`config.mk`:
```
export PLATFORM = sky130hd
export DESIGN_NAME = spi_slave_port_flat
export DESIGN_NICKNAME = d
export VERILOG_FILES = /design/src/rtl/spi_pkg.sv /design/src/rtl/spi_slave_port_if.sv /design/src/rtl/spi_input_sync.sv /design/src/rtl/spi_slave_port.sv /design/src/flat_wrapper.sv
export SDC_FILE = /design/constraint.sdc
export NUM_CORES = 1
export LEC_CHECK = 0
export BUFFER_PORTS_ARGS = -buffer_cell sky130_fd_sc_hd__clkbuf_2
export CAP_MARGIN = 15
export CELL_PAD_IN_SITES_DETAIL_PLACEMENT = 2
export CELL_PAD_IN_SITES_GLOBAL_PLACEMENT = 2
export CORE_ASPECT_RATIO = 1.5
export CORE_MARGIN = 5
export CORE_UTILIZATION = 41
export DETAILED_ROUTE_END_ITERATION = 8
export GPL_TIMING_DRIVEN = 0
export HOLD_SLACK_MARGIN = 0.03
export PLACE_DENSITY = 0.8
export REMOVE_ABC_BUFFERS = 1
export SETUP_SLACK_MARGIN = 0.15
export SYNTH_ARGS = -nofsm -noshare
export SYNTH_HDL_FRONTEND = slang
export SYNTH_SLANG_ARGS = --single-unit
```
`constraint.sdc`:
```
create_clock -name clk -period 3.35 [get_ports clk]
set_input_delay 0 -clock clk [delete_from_list [all_inputs] [get_ports clk]]
set_output_delay 0 -clock clk [all_outputs]
set_load 0.01 [all_outputs]
```
`src/rtl/spi_pkg.sv`:
```
// Shared SPI definitions: word width, mode constants and responder FSM encoding.
package spi_pkg;

  localparam int   SPI_WIDTH = 8;
  localparam logic SPI_CPOL  = 1'b0;
  localparam logic SPI_CPHA  = 1'b0;

  typedef enum logic [1:0] {
    ST_IDLE  = 2'd0,
    ST_LOAD  = 2'd1,
    ST_SHIFT = 2'd2
  } spi_state_e;

endpackage

```
`src/rtl/spi_slave_port_if.sv`:
```
// Pin-side SPI signals plus the host-side word handshake of the SPI responder.
// Host handshake: tx_data is captured on a cycle where tx_load=1 and tx_ready=1; rx_data is valid in the rx_valid cycle.
interface spi_slave_port_if #(
  parameter int WIDTH = spi_pkg::SPI_WIDTH
);
  import spi_pkg::*;

  logic             sck;
  logic             ss_n;
  logic             mosi;
  logic             miso;
  logic             miso_oe;
  logic [WIDTH-1:0] rx_data;
  logic             rx_valid;
  logic [WIDTH-1:0] tx_data;
  logic             tx_load;
  logic             tx_ready;
  logic             busy;
  logic             frame_done;
  logic             frame_abort;
  logic             tx_underrun;
  spi_state_e       dbg_state;

  modport slave (
    input  sck, ss_n, mosi, tx_data, tx_load,
    output miso, miso_oe, rx_data, rx_valid, tx_ready, busy,
           frame_done, frame_abort, tx_underrun, dbg_state
  );

  modport master (
    output sck, ss_n, mosi, tx_data, tx_load,
    input  miso, miso_oe, rx_data, rx_valid, tx_ready, busy,
           frame_done, frame_abort, tx_underrun, dbg_state
  );

endinterface

```
`src/rtl/spi_input_sync.sv`:
```
// Multi-flop synchroniser for an asynchronous pin with rise/fall pulses
// derived from the previous vs. current synchronised sample.
module spi_input_sync #(
  parameter int   STAGES    = 2,
  parameter logic RESET_VAL = 1'b0
) (
  input  logic clk,
  input  logic rst,
  input  logic d,
  output logic level,
  output logic rise,
  output logic fall
);

  logic [STAGES-1:0] chain_q, chain_d;
  logic              prev_q, prev_d;

  always_comb begin
    chain_d = {chain_q[STAGES-2:0], d};
    prev_d  = chain_q[STAGES-1];
  end

  always_ff @(posedge clk or negedge rst) begin
    if (!rst) begin
      chain_q <= {STAGES{RESET_VAL}};
      prev_q  <= RESET_VAL;
    end else begin
      chain_q <= chain_d;
      prev_q  <= prev_d;
    end
  end

  assign level = chain_q[STAGES-1];
  assign rise  = level & ~prev_q;
  assign fall  = ~level & prev_q;

endmodule

```
`src/rtl/spi_slave_port.sv`:
```
// SPI mode-0 responder: oversampled pins, MSB-first rx deserialiser and
// buffered tx serialiser, frames delimited by active-low SS.
module spi_slave_port
  import spi_pkg::*;
#(
  parameter int               WIDTH       = SPI_WIDTH,
  parameter int               SYNC_STAGES = 2,
  parameter logic [WIDTH-1:0] DEFAULT_TX  = '0
) (
  input logic               clk,
  input logic               rst,
  spi_slave_port_if.slave   bus
);

  localparam int            CW       = $clog2(WIDTH);
  localparam logic [CW-1:0] LAST_BIT = CW'(WIDTH - 1);

  logic       sck_rise, sck_fall, ss_rise, ss_fall, mosi_s;
  logic [3:0] sync_unused;

  spi_input_sync #(.STAGES(SYNC_STAGES), .RESET_VAL(1'b0)) u_sck_sync (
    .clk(clk), .rst(rst), .d(bus.sck),
    .level(sync_unused[0]), .rise(sck_rise), .fall(sck_fall)
  );

  spi_input_sync #(.STAGES(SYNC_STAGES), .RESET_VAL(1'b1)) u_ss_sync (
    .clk(clk), .rst(rst), .d(bus.ss_n),
    .level(sync_unused[1]), .rise(ss_rise), .fall(ss_fall)
  );

  spi_input_sync #(.STAGES(SYNC_STAGES), .RESET_VAL(1'b0)) u_mosi_sync (
    .clk(clk), .rst(rst), .d(bus.mosi),
    .level(mosi_s), .rise(sync_unused[2]), .fall(sync_unused[3])
  );

  spi_state_e       state_q, state_d;
  logic [CW-1:0]    bit_cnt_q, bit_cnt_d;
  logic [WIDTH-2:0] rx_shift_q, rx_shift_d;
  logic [WIDTH-1:0] rx_data_q, rx_data_d;
  logic             rx_valid_q, rx_valid_d;
  logic [WIDTH-1:0] tx_shift_q, tx_shift_d;
  logic [WIDTH-1:0] tx_buf_q, tx_buf_d;
  logic             tx_full_q, tx_full_d;
  logic             miso_oe_q, miso_oe_d;
  logic             from_buf_q, from_buf_d;
  logic             commit_pend_q, commit_pend_d;
  logic             done_q, done_d;
  logic             abort_q, abort_d;
  logic             under_q, under_d;

  always_comb begin
    state_d       = state_q;
    bit_cnt_d     = bit_cnt_q;
    rx_shift_d    = rx_shift_q;
    rx_data_d     = rx_data_q;
    rx_valid_d    = 1'b0;
    tx_shift_d    = tx_shift_q;
    tx_buf_d      = tx_buf_q;
    tx_full_d     = tx_full_q;
    miso_oe_d     = miso_oe_q;
    from_buf_d    = from_buf_q;
    commit_pend_d = commit_pend_q;
    done_d        = 1'b0;
    abort_d       = 1'b0;
    under_d       = 1'b0;

    if (bus.tx_load && !tx_full_q) begin
      tx_buf_d  = bus.tx_data;
      tx_full_d = 1'b1;
    end

    case (state_q)
      ST_IDLE: begin
        miso_oe_d = 1'b0;
        if (ss_fall) state_d = ST_LOAD;
      end
      ST_LOAD: begin
        state_d       = ST_SHIFT;
        bit_cnt_d     = '0;
        miso_oe_d     = 1'b1;
        commit_pend_d = 1'b0;
        if (tx_full_q) begin
          tx_shift_d = tx_buf_q;
          tx_full_d  = 1'b0;
        end else begin
          tx_shift_d = DEFAULT_TX;
          under_d    = 1'b1;
        end
      end
      ST_SHIFT: begin
        if (ss_rise) begin
          state_d       = ST_IDLE;
          miso_oe_d     = 1'b0;
          commit_pend_d = 1'b0;
          bit_cnt_d     = '0;
          if (bit_cnt_q == '0) done_d  = 1'b1;
          else                 abort_d = 1'b1;
        end else if (sck_rise) begin
          // A word-boundary reload only takes effect once its first bit is clocked,
          // so the trailing fall of a frame neither consumes the buffer nor flags underrun.
          if (commit_pend_q) begin
            commit_pend_d = 1'b0;
            if (from_buf_q) tx_full_d = 1'b0;
            else            under_d   = 1'b1;
          end
          if (bit_cnt_q == LAST_BIT) begin
            rx_data_d  = {rx_shift_q, mosi_s};
            rx_valid_d = 1'b1;
            bit_cnt_d  = '0;
          end else begin
            rx_shift_d = {rx_shift_q[WIDTH-3:0], mosi_s};
            bit_cnt_d  = bit_cnt_q + 1'b1;
          end
        end else if (sck_fall) begin
          if (bit_cnt_q != '0) begin
            tx_shift_d = {tx_shift_q[WIDTH-2:0], 1'b0};
          end else begin
            commit_pend_d = 1'b1;
            from_buf_d    = tx_full_q;
            tx_shift_d    = tx_full_q ? tx_buf_q : DEFAULT_TX;
          end
        end
      end
      default: state_d = ST_IDLE;
    endcase
  end

  always_ff @(posedge clk or negedge rst) begin
    if (!rst) begin
      state_q       <= ST_IDLE;
      bit_cnt_q     <= '0;
      rx_shift_q    <= '0;
      rx_data_q     <= '0;
      rx_valid_q    <= 1'b0;
      tx_shift_q    <= '0;
      tx_buf_q      <= '0;
      tx_full_q     <= 1'b0;
      miso_oe_q     <= 1'b0;
      from_buf_q    <= 1'b0;
      commit_pend_q <= 1'b0;
      done_q        <= 1'b0;
      abort_q       <= 1'b0;
      under_q       <= 1'b0;
    end else begin
      state_q       <= state_d;
      bit_cnt_q     <= bit_cnt_d;
      rx_shift_q    <= rx_shift_d;
      rx_data_q     <= rx_data_d;
      rx_valid_q    <= rx_valid_d;
      tx_shift_q    <= tx_shift_d;
      tx_buf_q      <= tx_buf_d;
      tx_full_q     <= tx_full_d;
      miso_oe_q     <= miso_oe_d;
      from_buf_q    <= from_buf_d;
      commit_pend_q <= commit_pend_d;
      done_q        <= done_d;
      abort_q       <= abort_d;
      under_q       <= under_d;
    end
  end

  assign bus.miso        = miso_oe_q & tx_shift_q[WIDTH-1];
  assign bus.miso_oe     = miso_oe_q;
  assign bus.rx_data     = rx_data_q;
  assign bus.rx_valid    = rx_valid_q;
  assign bus.tx_ready    = ~tx_full_q;
  assign bus.busy        = (state_q != ST_IDLE);
  assign bus.frame_done  = done_q;
  assign bus.frame_abort = abort_q;
  assign bus.tx_underrun = under_q;
  assign bus.dbg_state   = state_q;

endmodule

```
`src/flat_wrapper.sv`:
```
// flat-port wrapper written by rule: the top's interface ports become plain ports
module spi_slave_port_flat import spi_pkg::*;
#(
  parameter int               WIDTH       = SPI_WIDTH,
  parameter int               SYNC_STAGES = 2,
  parameter logic [WIDTH-1:0] DEFAULT_TX  = '0
)
  (clk, rst, bus_sck, bus_ss_n, bus_mosi, bus_tx_data, bus_tx_load, bus_miso, bus_miso_oe, bus_rx_data, bus_rx_valid, bus_tx_ready, bus_busy, bus_frame_done, bus_frame_abort, bus_tx_underrun, bus_dbg_state);
  spi_slave_port_if #(.WIDTH(WIDTH)) bus_i ();
  input logic clk;
  input logic rst;
  input wire logic [$bits(bus_i.sck)-1:0] bus_sck;
  input wire logic [$bits(bus_i.ss_n)-1:0] bus_ss_n;
  input wire logic [$bits(bus_i.mosi)-1:0] bus_mosi;
  input wire logic [$bits(bus_i.tx_data)-1:0] bus_tx_data;
  input wire logic [$bits(bus_i.tx_load)-1:0] bus_tx_load;
  output wire logic [$bits(bus_i.miso)-1:0] bus_miso;
  output wire logic [$bits(bus_i.miso_oe)-1:0] bus_miso_oe;
  output wire logic [$bits(bus_i.rx_data)-1:0] bus_rx_data;
  output wire logic [$bits(bus_i.rx_valid)-1:0] bus_rx_valid;
  output wire logic [$bits(bus_i.tx_ready)-1:0] bus_tx_ready;
  output wire logic [$bits(bus_i.busy)-1:0] bus_busy;
  output wire logic [$bits(bus_i.frame_done)-1:0] bus_frame_done;
  output wire logic [$bits(bus_i.frame_abort)-1:0] bus_frame_abort;
  output wire logic [$bits(bus_i.tx_underrun)-1:0] bus_tx_underrun;
  output wire logic [$bits(bus_i.dbg_state)-1:0] bus_dbg_state;
  assign bus_i.sck = bus_sck;
  assign bus_i.ss_n = bus_ss_n;
  assign bus_i.mosi = bus_mosi;
  assign bus_i.tx_data = bus_tx_data;
  assign bus_i.tx_load = bus_tx_load;
  assign bus_miso = bus_i.miso;
  assign bus_miso_oe = bus_i.miso_oe;
  assign bus_rx_data = bus_i.rx_data;
  assign bus_rx_valid = bus_i.rx_valid;
  assign bus_tx_ready = bus_i.tx_ready;
  assign bus_busy = bus_i.busy;
  assign bus_frame_done = bus_i.frame_done;
  assign bus_frame_abort = bus_i.frame_abort;
  assign bus_tx_underrun = bus_i.tx_underrun;
  assign bus_dbg_state = bus_i.dbg_state;
  spi_slave_port #(.WIDTH(WIDTH), .SYNC_STAGES(SYNC_STAGES), .DEFAULT_TX(DEFAULT_TX)) u_core (.clk(clk), .rst(rst), .bus(bus_i));
endmodule
```
# Word level (Yosys, flattened, before mapping)
# Index checks and enable logic that the tools add are counted.
# totals
ff_bits	52
input_bits	14
wordCells	104
# classes
add_sub_neg	1
eq_ne	11
mux	43
bitwise	14
n_reduce_logical	16
# ops
op	count
8-bit two-way mux	5
1-bit two-way mux	26
8-bit case mux with 2 select lines	1
4-bit AND reduction	3
3-bit two-way mux	3
1-bit NOT	9
2-bit by 1-bit inequality test with 1-bit output, second input constant	3
1-bit case mux with 2 select lines	3
2-bit case mux with 3 select lines	1
3-bit case mux with 2 select lines	1
2-bit AND reduction	3
3-bit nonzero test	2
1-bit AND	5
5-bit AND reduction	1
2-bit two-way mux	2
2-bit inequality test, second input constant	2
4-bit by 1-bit inequality test with 1-bit output, second input constant	1
4-bit by 2-bit inequality test with 1-bit output, second input constant	1
2-bit nonzero test	2
3-bit by 1-bit adder with 3-bit output, second input constant	1
3-bit equality test, second input constant	1
3-bit zero test	1
3-bit by 1-bit inequality test with 1-bit output, second input constant	1
1-bit case mux with 3 select lines	1
6 further kinds	6

# Logic depth before layout (Yosys ltp)
# Gate-level depths: netlist of run 1.
# depth
ltp_word	8
depth_mapped	7
depth_no_buf	5

# By module
# A second synthesis of run 1 with hierarchy kept.
# unflattened
hier_cells	181
hier_area_um2	2240.9
# modules_own_cells
mod	n_inst	cells_per_inst	area_each_um2	seq_area_each_um2
spi_slave_port	1	166	1966.9	1101.1
spi_input_sync (u_core.u_mosi_sync ...)	2	5	90.1	75.1
spi_input_sync (u_core.u_ss_sync)	1	5	93.8	78.8

# Least setup slack after synthesis of run 1
# Ideal clock, no wire load.
# synth_path
kind	reg-to-reg
start	register u_core.state_q[1], in the netlist u_core.bus.dbg_state[1]
end	register u_core.tx_shift_q[0]
setup_time_ps	127
arrival_ps	1505
required_ps	3223
slack_ps	1717
path_stages_with_launch	7
path_buffers	1
path_cell_list	dfrtp_1 -> inv_1 -> ha_1 -> nor2b_1 -> clkbuf_2 -> a31o_4 -> mux2_1
# synth_via
elab_chain_cells	3
word_cells_on_any_way	8
# synth_lines
element	line	rtl
start: declaration	spi_slave_port.sv:36	spi_state_e state_q, state_d;
start signal: assignment	spi_slave_port.sv:145	state_q <= state_d;
2-bit equality test / 2-bit by 1-bit equality test with 1-bit output (equally long branches)	spi_slave_port.sv:72	case (state_q)
2-bit inequality test (no source line) (tied with other cells)	--	
4-bit AND reduction (no source line)	--	
end signal: assignment	spi_slave_port.sv:150	tx_shift_q <= tx_shift_d;
end: declaration	spi_slave_port.sv:41	logic [WIDTH-1:0] tx_shift_q, tx_shift_d;
# Parallel ways exist; a longest one is shown, timed or not.
# A chain may end at the register's enable or synchronous reset.

# Final worst setup path of run 1
# layout_path
start	register u_core.state_q[0], in the netlist u_core.bus.dbg_state[0]
end	register u_core.tx_shift_q[0]
# The elaborated chain is that of the path after synthesis.

==> results of run 1 <==
==> worst paths after layout <==
path                       cells after the start                          from                      endpoint  slack (ps)
max                                            6       u_core.bus.dbg_state[0]          u_core.tx_shift_q[0]        1000
min                                            2                           rst        u_core.bus.tx_underrun         250
max reg2reg                                    6       u_core.bus.dbg_state[0]          u_core.tx_shift_q[0]        1000
min reg2reg                                    0  u_core.u_sck_sync.chain_q[0]  u_core.u_sck_sync.chain_q[1]         360
max in group asynchronous                      3                           rst       u_core.u_ss_sync.prev_q        2460
min in group clk                               2                      bus_ss_n   u_core.u_ss_sync.chain_q[0]         310
==> per-stage QoR <==
| stage | util | setup WS (ps) |
|---|---|---|
| 3_5_place_dp | 0.459 | 641 |
| 3_3_place_gp | 0.455 | 825 |
| 2_1_floorplan | - | 1140 |
| 5_1_grt | 0.514 | 876 |
| 6_report | 0.514 | 1000 |
| 4_1_cts | 0.512 | 600 |
==> cell type report <==
| cell class | count | area, um2 |
|---|---|---|
| clock inverter | 3 | 90.1 |
| multi-input combinational | 107 | 903 |
| clock buffer | 5 | 68.8 |
| sequential | 52 | 1310 |
| timing repair buffer | 46 | 320 |
| tap | 70 | 87.6 |
| fill | 532 | 2670 |
| inverter | 13 | 48.8 |
==> cells in the mapped netlist, types with 2 or more instances <==
library cell  instances
a21oi_1               3
a311oi_1              7
a31oi_1               9
buf_2                 5
buf_4                 2
clkbuf_1              3
dfrtp_1              49
dfstp_2               3
ha_1                  9
inv_1                13
mux2_1                2
mux2_2               25
nand2_1               5
nand2b_1              3
nand3_1               9
nand4_1               3
nor2_1                3
nor2b_1               7
o211ai_1              7
o22ai_1               2
==> registers in the layout (all words and copies together), names as in the netlist, 2 cells and up <==
signal,count
u_core.u_sck_sync.chain_q,2
u_core.bit_cnt_q,3
u_core.bus.dbg_state,2
u_core.u_mosi_sync.chain_q,2
u_core.tx_shift_q,8
u_core.tx_buf_q,8
u_core.rx_shift_q,7
u_core.u_ss_sync.chain_q,2
u_core.bus.rx_data,8
==> power groups by stage <==
stage | logic (mW) | registers [mW] | clock network (mW)
floorplan | 0.424 | 0.892 | 0
global placement | 0.552 | 0.910 | 0
detailed placement | 0.614 | 0.929 | 0
CTS | 0.639 | 0.921 | 0.597
global route | 0.708 | 0.947 | 0.640
finish | 0.647 | 0.921 | 0.597
==> layer usage <==
metal  global-route usage  up-vias  share of wire
met5                    0        -              0
met4               0.0724        0          0.023
met3               0.0364       10          0.034
met2                0.368       33           0.58
met1                0.186      851           0.36
li1                     -      746              -
==> kinds of logic (layout without fill, tap and decap cells) <==
logic type,count (synthesis),count (layout),share of synthesized area
adders and majority gates,9,9,0.0484
AOI/OAI and AO/OA,36,36,0.116
and+or+nand+nor,34,34,0.0893
buffers and inverters,25,67,0.0500
DFF,52,52,0.561
muxes,28,28,0.135
==> placed cells by master (no fill, tap or decap) <==
cell	instances
and2_1	1
a41oi_1	1
mux2_1	2
nand4_1	3
clkbuf_8	5
a22oi_1	1
o32ai_1	1
dfstp_2	3
nand2_1	5
o31a_1	1
dfrtp_1	49
nand3_1	9
o21ai_0	1
nand4_4	1
a311oi_1	7
o211ai_1	7
nor2b_2	1
buf_8	1
clkbuf_2	31
mux2i_1	1
nand2b_1	3
nor2b_1	7
inv_1	13
a21boi_0	1
nor2_1	3
o31ai_1	1
nand4b_2	1
a21oi_1	3
ha_1	9
dlygate4sd3_1	13
o22ai_1	2
bufinv_16	3
buf_12	1
a31o_4	1
mux2_2	25
a31oi_1	9
==> critical path: stages (launching register included) <==
cell	delay, ps
dfrtp_1	410
inv_1	110
ha_1	390
buf_8	250
nor2b_1	500
a31o_4	230
mux2_1	340
==> timing repair <==
item / in CTS / in global routing
setup buffers: 0 / 0
hold buffers: 13 / 0
hold endpoints to repair: 35 / 0
==> impl_summary.txt, run 1 <==
----------------------------------------------------
[Run status]
  Run status ... completed

[Pwr]
  Switch Pwr ... 712 uW
  Seq pwr share ... 0.425
  Switching power share of the total ... 0.329
  Cell-internal power ... 1.45 mW
  P_leak ... 1.33 nW
  Clock network power share ... 0.276
  Total power draw ... ~2.2 mW
  Max VDD drop ... 0.000308 V
  Relative contribution of combinational cells to total power ... 0.299
  Power Density ... 767 mW/mm2

[Clocking]
  Clk sinks ... between 50 and 60
  TritonCTS clock tree ... yes
  CTS root buf ... clkbuf_8
  Insertion delay of the later-clocked pin in the worst-skew pair ... 320 ps
  Number of buffers added by the clock tree synthesis step ... 5
  Post_cts resized ... 0
  H-tree levels ... 2
  CTS clock-pin slew for the worst setup and hold paths ... roughly 100 ps
  Maximum buffer depth of the clock tree ... 2

[Placement]
  Placed Instances ... about 270
  Placer Congestion ... 0.812
  Input/output buffers ... 31
  Cell area after placement ... 0.00252 mm2
  DP Wirelength ... 4080 um

[Final layout]
  Design Area, Final ... 0.00282 mm2
  Number of cells in the finished layout apart from fillers ... 296
  Number of nets in the layout ... 248
  Layout-stage area growth over the synthesis result ... 21.5%
  Diodes inserted ... 0
  Fraction of final layout cells sized beyond drive strength 1 ... 0.323

[Logic synthesis]
  Synth top area share ... 0.527
  Library cell occupying the most area in the post-synthesis netlist ... dfrtp_1
  Post-synthesis cell area ... 0.00232 mm2
  Post-synth cell types ... 35
  Number of enable flip-flop cells after synthesis ... 0
  Cell types with the largest area share after synthesis ... dfrtp_1, mux2_2, ha_1
  Number of register bits inferred by synthesis ... 52
  Prevailing post-synth register cell ... dfrtp_1
  Number of cells produced by synthesis ... 184
  Share of synthesized flip-flops with an asynchronous set or reset ... 1.00
  Average size of a mapped cell ... 12.6 um2
  Portion of the post-synthesis area used by sequential elements ... 0.561
  Yosys warns ... 0

[Routing]
  Total wire length ... 6150 um
  Post-route DRC violation count ... 0
  Average wire length per cell after detail routing ... 20.8 um
  Pre-antenna DRT Iters ... 4
  Number of routed nets with antenna violations ... 0
  Initial drt markers ... 67
  Number of vias per cell after detailed routing ... around 5.5
  DR vias ... roughly 1.6k

[Timing]
  Pin slew with the least headroom to its limit ... 899 ps
  Worst clock skew on the final layout ... slightly above 10 ps
  Relative max-transition margin ... 0.401
  Post-route setup TNS ... 0 ps
  Post-route worst hold slack ... 248 ps
  RSZ-0062 raised after global routing ... no
  Max Fclk ... 426 MHz
  Pins Over Slew Limit ... 0
  Final-report hold violation count ... 0
  Time the final worst path needs with I/O delays and setup ... 2350 ps
  Crit share post-route ... 0.700
  Final setup fails ... 0

[Flow run]
  Number of violations of the max-capacitance limit ... 0

[Global route]
  Wire length of the first global-routing pass ... 10200 um
  Initial antenna violation count ... 0
  Vias in the first global route ... around 1.9k
  Overflow after GRT ... 0
  Total global-route track usage ... 0.186
  Pin count of the biggest net entering global routing ... 33

[Floorplanning]
  Starting density of the core ... 0.423
  Die width ... 71.5 um
  Core ar. ... 0.00549 mm2
  Die height ... 102 um
  I/O pin total ... 32
  Total die area ... roughly 0.0073 mm2
  Row Count ... 33

[Worst setup path]
  Largest driver fanout on the critical path ... 23
  Critical Setup Path Class ... reg -> reg
  Critical path required time ... between 3000 and 4000 ps
  Category of the worst setup path capture point ... flip-flop
  Startpoint type of the worst setup path ... flip-flop
  Worst EP arrival ... 2560 ps

[Worst hold path]
  Hold WC Path Type ... in -> async

----------------------------------------------------
Note: power is estimated with default switching activity, not from simulation.
==> run 2: changes to the inputs <==
ABC_AREA = 1   (was not set)
CORE_UTILIZATION = 35   (was 41)
PLACE_DENSITY = 0.74   (was 0.8)
clock period = 2.25 ns   (was 3.35 ns; I/O delays follow)
==> impl_summary.txt, run 2 <==
----------------------------------------------------
[Run status]
  Run status ... completed

[Final layout]
  Area of the multi-input gates ... 927 um2 (+2.6%)
  FF/Latch Area ... 0.00131 mm2 (unchanged)
  FILL cells ... 763 (+43%)
  Layout-stage area growth over the synthesis result ... 18.5%
  Fraction of final layout cells sized beyond drive strength 1 ... 0.255 (-0.0680)
  Number of nets in the layout ... 320 (+29%)
  Diodes inserted ... 0 (unchanged)
  Most common cell after layout, fill and taps aside ... nand2_1
  Highest-count cells in the layout ignoring fill and taps ... nand2_1, dfrtp_1, inv_1

[Timing]
  Post-route setup TNS ... 0 ps (unchanged)
  Relative max-transition margin ... 0.641 (+0.241)
  Pin slew with the least headroom to its limit ... 538 ps (-361 ps)
  RSZ-0062 raised after global routing ... no
  Worst clock skew on the final layout ... 13.1 ps (+3.00 ps)
  Time the final worst path needs with I/O delays and setup ... 1770 ps (-581 ps)
  Final setup fails ... 0 (unchanged)
  Final-report hold violation count ... 0 (unchanged)
  Crit share post-route ... 0.785 (+0.0841)
  Max Fclk ... 566 MHz (+33%)
  Pins Over Slew Limit ... 0 (unchanged)

[Routing]
  Post-route DRC violation count ... 0 (unchanged)
  Number of routed nets with antenna violations ... 0 (unchanged)
  DR vias ... 1843 (+12%)
  Initial drt markers ... 29 (-57%)
  Pre-antenna DRT Iters ... 4 (unchanged)
  Total wire length ... 5580 um (-9.4%)
  Average wire length per cell after detail routing ... 14.8 um (-29%)
  Number of vias per cell after detailed routing ... 4.90 (-12%)

[Worst setup path]
  Startpoint of the most critical setup path ... u_core.bit_cnt_q[0]
  Slack of the worst reg-to-reg path ... 480 ps (-520 ps)
  Endpoint of the worst setup timing path ... u_core.tx_shift_q[6]
  Startpoint type of the worst setup path ... flip-flop
  FF-to-FF path depth ... 9 (+3)
  Critical path required time ... 2500 ps (-1060 ps)
  Largest driver fanout on the critical path ... 13 (-43%)
  Worst r2r src ... u_core.bit_cnt_q[0]
  End of the worst register-to-register path ... u_core.tx_shift_q[6]
  Category of the worst setup path capture point ... flip-flop
  Worst EP arrival ... 2020 ps (-540 ps)
  Critical Setup Path Class ... reg -> reg

[Floorplanning]
  I/O pin total ... 32 (unchanged)
  Die width ... 77.9 um (+9.0%)
  Starting density of the core ... 0.356 (-0.0678)
  Total die area ... 0.00871 mm2 (+19%)
  Row Count ... 37 (+12%)
  Core ar. ... 0.00681 mm2 (+24%)
  Die height ... 112 um (+9.4%)

[Logic synthesis]
  Yosys warns ... 0 (unchanged)
  Ranking of synthesized cells by instance count ... nand2_1, dfrtp_1, inv_1, o21ai_2, nand3_1
  Average size of a mapped cell ... 9.56 um2 (-24%)
  Library cell occupying the most area in the post-synthesis netlist ... dfrtp_1
  Portion of the post-synthesis area used by sequential elements ... 0.539 (-0.0221)
  Synth top area share ... 0.507 (-0.0207)
  Number of cells produced by synthesis ... 253 (+38%)
  Number of enable flip-flop cells after synthesis ... 0 (unchanged)
  Post-synth cell types ... 28 (-20%)
  Post-synthesis cell area ... 0.00242 mm2 (+4.1%)
  Share of synthesized flip-flops with an asynchronous set or reset ... 1.00 (unchanged)
  Cell types with the largest area share after synthesis ... dfrtp_1, nand2_1, inv_1
  Number of register bits inferred by synthesis ... 52 (unchanged)
  Prevailing post-synth register cell ... dfrtp_1
  Top-count cell post-synth ... nand2_1

[Clocking]
  Number of buffers added by the clock tree synthesis step ... 5 (unchanged)
  TritonCTS clock tree ... yes
  Insertion delay of the later-clocked pin in the worst-skew pair ... 320 ps (about the same)
  Clk sinks ... 52 (unchanged)
  CTS clock-pin slew for the worst setup and hold paths ... 90 ps (about the same)
  H-tree levels ... 2 (unchanged)
  CTS root buf ... clkbuf_8
  Maximum buffer depth of the clock tree ... 2 (unchanged)

[Placement]
  Placer Congestion ... 0.701 (-14%)
  DP Wirelength ... 4110 um (+0.66%)
  Input/output buffers ... 31 (unchanged)

[Global route]
  Pin count of the biggest net entering global routing ... 34 (+3.0%)
  Overflow after GRT ... 0 (unchanged)
  Vias in the first global route ... 2092 (+9.3%)
  Initial antenna violation count ... 0 (unchanged)
  Total global-route track usage ... 0.141 (-0.0448)
  Wire length of the first global-routing pass ... 9840 um (-3.3%)

[Pwr]
  P_leak ... 1.53 nW (+15%)
  Power Density ... 1020 mW/mm2 (+32%)
  Max VDD drop ... 0.000494 V (+61%)
  Total power draw ... 2.91 mW (+34%)

[Worst hold path]
  Hold WC Path Type ... in -> async

[Flow run]
  Number of violations of the max-capacitance limit ... 0 (unchanged)

----------------------------------------------------
## run 2: cell count changes after synthesis, moves of 9 or more
cell and delta:
o21ai_2 +14, mux2_2 -17, inv_1 +21, nand2_1 +75
a31oi_1 -9
## run 2: area by class of cell
cell class                      instances  area share
Timing Repair Buffer                   45       0.107
Clock buffer                            7      0.0301
Tap cell                               78      0.0340
Sequential cell                        52       0.455
Multi-Input combinational cell        157       0.323
Clock inverter                          1     0.00262
Inverter                               36      0.0480
## run 2: worst min-delay path by stage
stage	start	slack (ps)	to	depth (start not counted)
final	rst	200	u_core.tx_shift_q[7]	2
after global routing	rst	250	u_core.bit_cnt_q[2]	2
after CTS	rst	220	u_core.bus.miso_oe	2
after detailed placement	rst	10	u_core.bus.dbg_state[0]	1
after global placement	bus_ss_n	90	u_core.u_ss_sync.chain_q[0]	1
after floorplan	rst	-300	u_core.bit_cnt_q[0]	0
## run 2: per-layer routing
layer	vias to the layer above	wire length, um	track usage
met2	20	3250	0.270
met3	9	158	0.0348
met1	942	2070	0.147
li1	872	-	-
met4	0	89	0.0440
met5	-	0	0
## run 2: repair_timing
action | in CTS | in global routing
hold endpoints to repair | 31 | 0
setup endpoints to repair | 0 | 17
hold buffers | 13 | 0
buffers inserted | 0 | 0
gates resized for setup | 0 | 1
## run 2: logic make-up (layout without fill, tap and decap cells)
group	count (synthesis)	after routing	share of synthesized area
buffers and inverters	44	89	0.0786
AND/OR/NAND/NOR	118	118	0.231
flip-flops	52	52	0.539
multiplexers	8	8	0.0372
adder cells (fa/ha/maj)	9	9	0.0465
AO/OA/AOI/OAI	22	22	0.0677
## run 2: metrics by stage
stage / std cells / hold slack [ps] / util / worst slack [ps] / instance area, um2
after global routing: 376 / 252 / 0.421 / 226 / 2870
after CTS: 376 / 215 / 0.421 / 175 / 2860
after global placement: 354 / 89.0 / 0.385 / 194 / 2620
after detailed placement: 355 / 14.2 / 0.388 / 179 / 2640
after floorplan: 245 / -296 / - / 629 / 2370
final: 376 / 203 / 0.421 / 485 / 2870
## run 2: worst max-delay path, stage by stage (launching register included)
cell and delay (ps):
dfrtp_1 380, inv_1 70, ha_1 200, nand2_1 380, nand2_1 300, nand2_1 160
nand2_1 60, inv_1 50, nand2_1 50, nand2_1 50
## run 2: power breakdown
| group | internal [mW] | total (mW) | leakage [nW] | switching, mW |
|---|---|---|---|---|
| clock | 0.251 | 0.563 | 0.0445 | 0.312 |
| sequential | 1.15 | 1.31 | 0.669 | 0.153 |
| combinational | 0.394 | 1.04 | 0.821 | 0.647 |
==> run 3: changes to the inputs <==
clock period = 1.8 ns   (was 2.25 ns; I/O delays follow)
==> impl_summary.txt, run 3 (synthesis gave the netlist of run 2 again) <==
----------------------------------------------------
[Run status]
  Run status ... completed

[Global route]
  Pin count of the biggest net entering global routing ... 34 (unchanged)
  Overflow after GRT ... 0 (unchanged)
  Total global-route track usage ... 0.145 (+0.00364)
  Wire length of the first global-routing pass ... 10100 um (+2.7%)
  Initial antenna violation count ... 0 (unchanged)
  Vias in the first global route ... 2110 (+0.86%)

[Worst setup path]
  Slack of the worst reg-to-reg path ... 260 ps (-230 ps)
  Slowest cell delay on critical path ... 540 ps (+160 ps)
  End of the worst register-to-register path ... u_core.bus.rx_data[5]
  Critical path, cell by cell ... inv_1 > nand2_1 > nand2_4 > inv_4 > nand3_2 > nand2_2 > o21ai_2
  Critical Setup Path Class ... reg -> reg
  Largest driver fanout on the critical path ... 8 (-5)
  Startpoint of the most critical setup path ... u_core.u_ss_sync.prev_q
  Critical-path top delay cell ... dfstp_2
  Startpoint type of the worst setup path ... flip-flop
  Worst r2r src ... u_core.u_ss_sync.prev_q
  Worst EP arrival ... 1750 ps (-270 ps)
  FF-to-FF path depth ... 7 (-2)
  Critical path required time ... 2010 ps (-490 ps)
  Category of the worst setup path capture point ... flip-flop

[Clocking]
  Maximum buffer depth of the clock tree ... 2 (unchanged)
  Number of buffers added by the clock tree synthesis step ... 5 (unchanged)
  H-tree levels ... 2 (unchanged)
  Clk sinks ... 52 (unchanged)
  TritonCTS clock tree ... yes
  CTS clock-pin slew for the worst setup and hold paths ... 90 ps (about the same)
  CTS root buf ... clkbuf_8
  Insertion delay of the later-clocked pin in the worst-skew pair ... 320 ps (about the same)

[Routing]
  Number of routed nets with antenna violations ... 0 (unchanged)
  Number of vias per cell after detailed routing ... 4.95 (+0.93%)
  Pre-antenna DRT Iters ... 4 (unchanged)
  Post-route DRC violation count ... 0 (unchanged)
  Initial drt markers ... 27 (-6.9%)
  Total wire length ... 5900 um (+5.8%)
  DR vias ... 1880 (+2.0%)
  Average wire length per cell after detail routing ... 15.5 um (+4.7%)

[Final layout]
  Most common cell after layout, fill and taps aside ... nand2_1
  Fraction of final layout cells sized beyond drive strength 1 ... 0.285 (+0.0297)
  Number of nets in the layout ... 324 (+1.3%)
  Layout-stage area growth over the synthesis result ... 21.4%
  Highest-count cells in the layout ignoring fill and taps ... nand2_1, dfrtp_1, inv_1
  Diodes inserted ... 0 (unchanged)
  FILL cells ... 757 (-0.79%)

[Floorplanning]
  Core ar. ... 0.00681 mm2 (unchanged)
  Starting density of the core ... 0.356 (unchanged)
  I/O pin total ... 32 (unchanged)
  Row Count ... 37 (unchanged)
  Total die area ... 0.00871 mm2 (unchanged)
  Die height ... 112 um (unchanged)
  Die width ... 77.9 um (unchanged)

[Worst hold path]
  Hold WC Path Type ... in -> async

[Timing]
  Pin slew with the least headroom to its limit ... 538 ps (+0.194 ps)
  Pins Over Slew Limit ... 0 (unchanged)
  Final setup margin ... 258 ps (-226 ps)
  Max Fclk ... 649 MHz (+15%)
  Crit share post-route ... 0.857 (+0.0719)
  Time the final worst path needs with I/O delays and setup ... 1540 ps (-224 ps)
  Post-route setup TNS ... 0 ps (unchanged)
  Final setup fails ... 0 (unchanged)
  Final-report hold violation count ... 0 (unchanged)
  RSZ-0062 raised after global routing ... no
  Post-route worst hold slack ... 202 ps (-1.21 ps)
  Worst clock skew on the final layout ... 13.4 ps (+0.302 ps)
  Relative max-transition margin ... 0.641 (about the same)

[Pwr]
  Max VDD drop ... 0.000601 V (+22%)
  Power Density ... 1280 mW/mm2 (+26%)
  P_leak ... 1.55 nW (+0.93%)

[Placement]
  DP Wirelength ... 4110 um (unchanged)
  Input/output buffers ... 31 (unchanged)
  Placer Congestion ... 0.701 (unchanged)
  Worst slack after detailed placement ... -271 ps (-450 ps)

[Flow run]
  Number of violations of the max-capacitance limit ... 0 (unchanged)

----------------------------------------------------
[run 3: cell type report]
cell class	instances	area, um2	area share
sequential	52	1310	0.445
multi-input combinational	158	973	0.331
timing repair buffer	48	328	0.112
inverter	36	138	0.0469
tap	78	97.6	0.0332
clock buffer	7	86.3	0.0294
clock inverter	1	7.51	0.00256
[run 3: power breakdown]
group,total [mW],leakage (nW),internal (mW),switching [mW]
Combinational,1.40,0.836,0.555,0.845
Sequential,1.64,0.668,1.45,0.197
Clock,0.706,0.0445,0.313,0.393
Total,3.75,1.55,2.31,1.44
[run 3: metrics by stage]
stage | cell area, um2 | util | cells | power, mW
floorplan | 2370 | - | 245 | 2.51
global placement | 2620 | 0.385 | 354 | 2.90
CTS | 2910 | 0.428 | 379 | 3.80
finish | 2940 | 0.432 | 380 | 3.75
detailed placement | 2640 | 0.388 | 355 | 2.98
global route | 2940 | 0.432 | 380 | 4.06
[run 3: worst max path at each step]
stage	end	slack, ps
final	u_core.bus.rx_data[5]	260
after global routing	u_core.bus.rx_data[5]	150
after CTS	u_core.tx_shift_q[6]	180
after detailed placement	u_core.tx_shift_q[0]	-270
after global placement	u_core.tx_shift_q[5]	-260
after floorplan	u_core.bus.rx_data[0]	180
[run 3: metal layers]
layer  global-route usage  up-vias  wire, um
li1                     -      883         -
met1                0.150      968      2100
met2                0.278       20      3540
met3               0.0348        9       172
met4               0.0440        0        89
met5                    0        -         0
[run 3: critical path: cells and delay by family (launching register included)]
| family | cells | cell delay [ps] |
|---|---|---|
| AO/OA/AOI/OAI | 1 | 50 |
| AND/OR/NAND/NOR | 4 | 670 |
| flip-flops | 1 | 540 |
| buffers and inverters | 2 | 170 |
[run 3: timing repair]
action | CTS | global route
hold endpoints to repair | 31 | 0
hold buffers | 13 | 0
pin swaps | 0 | 0
setup buffers | 3 | 0
gates resized for setup | 5 | 5
cloned | 0 | 1
endpoints found under the setup margin | 32 | 24
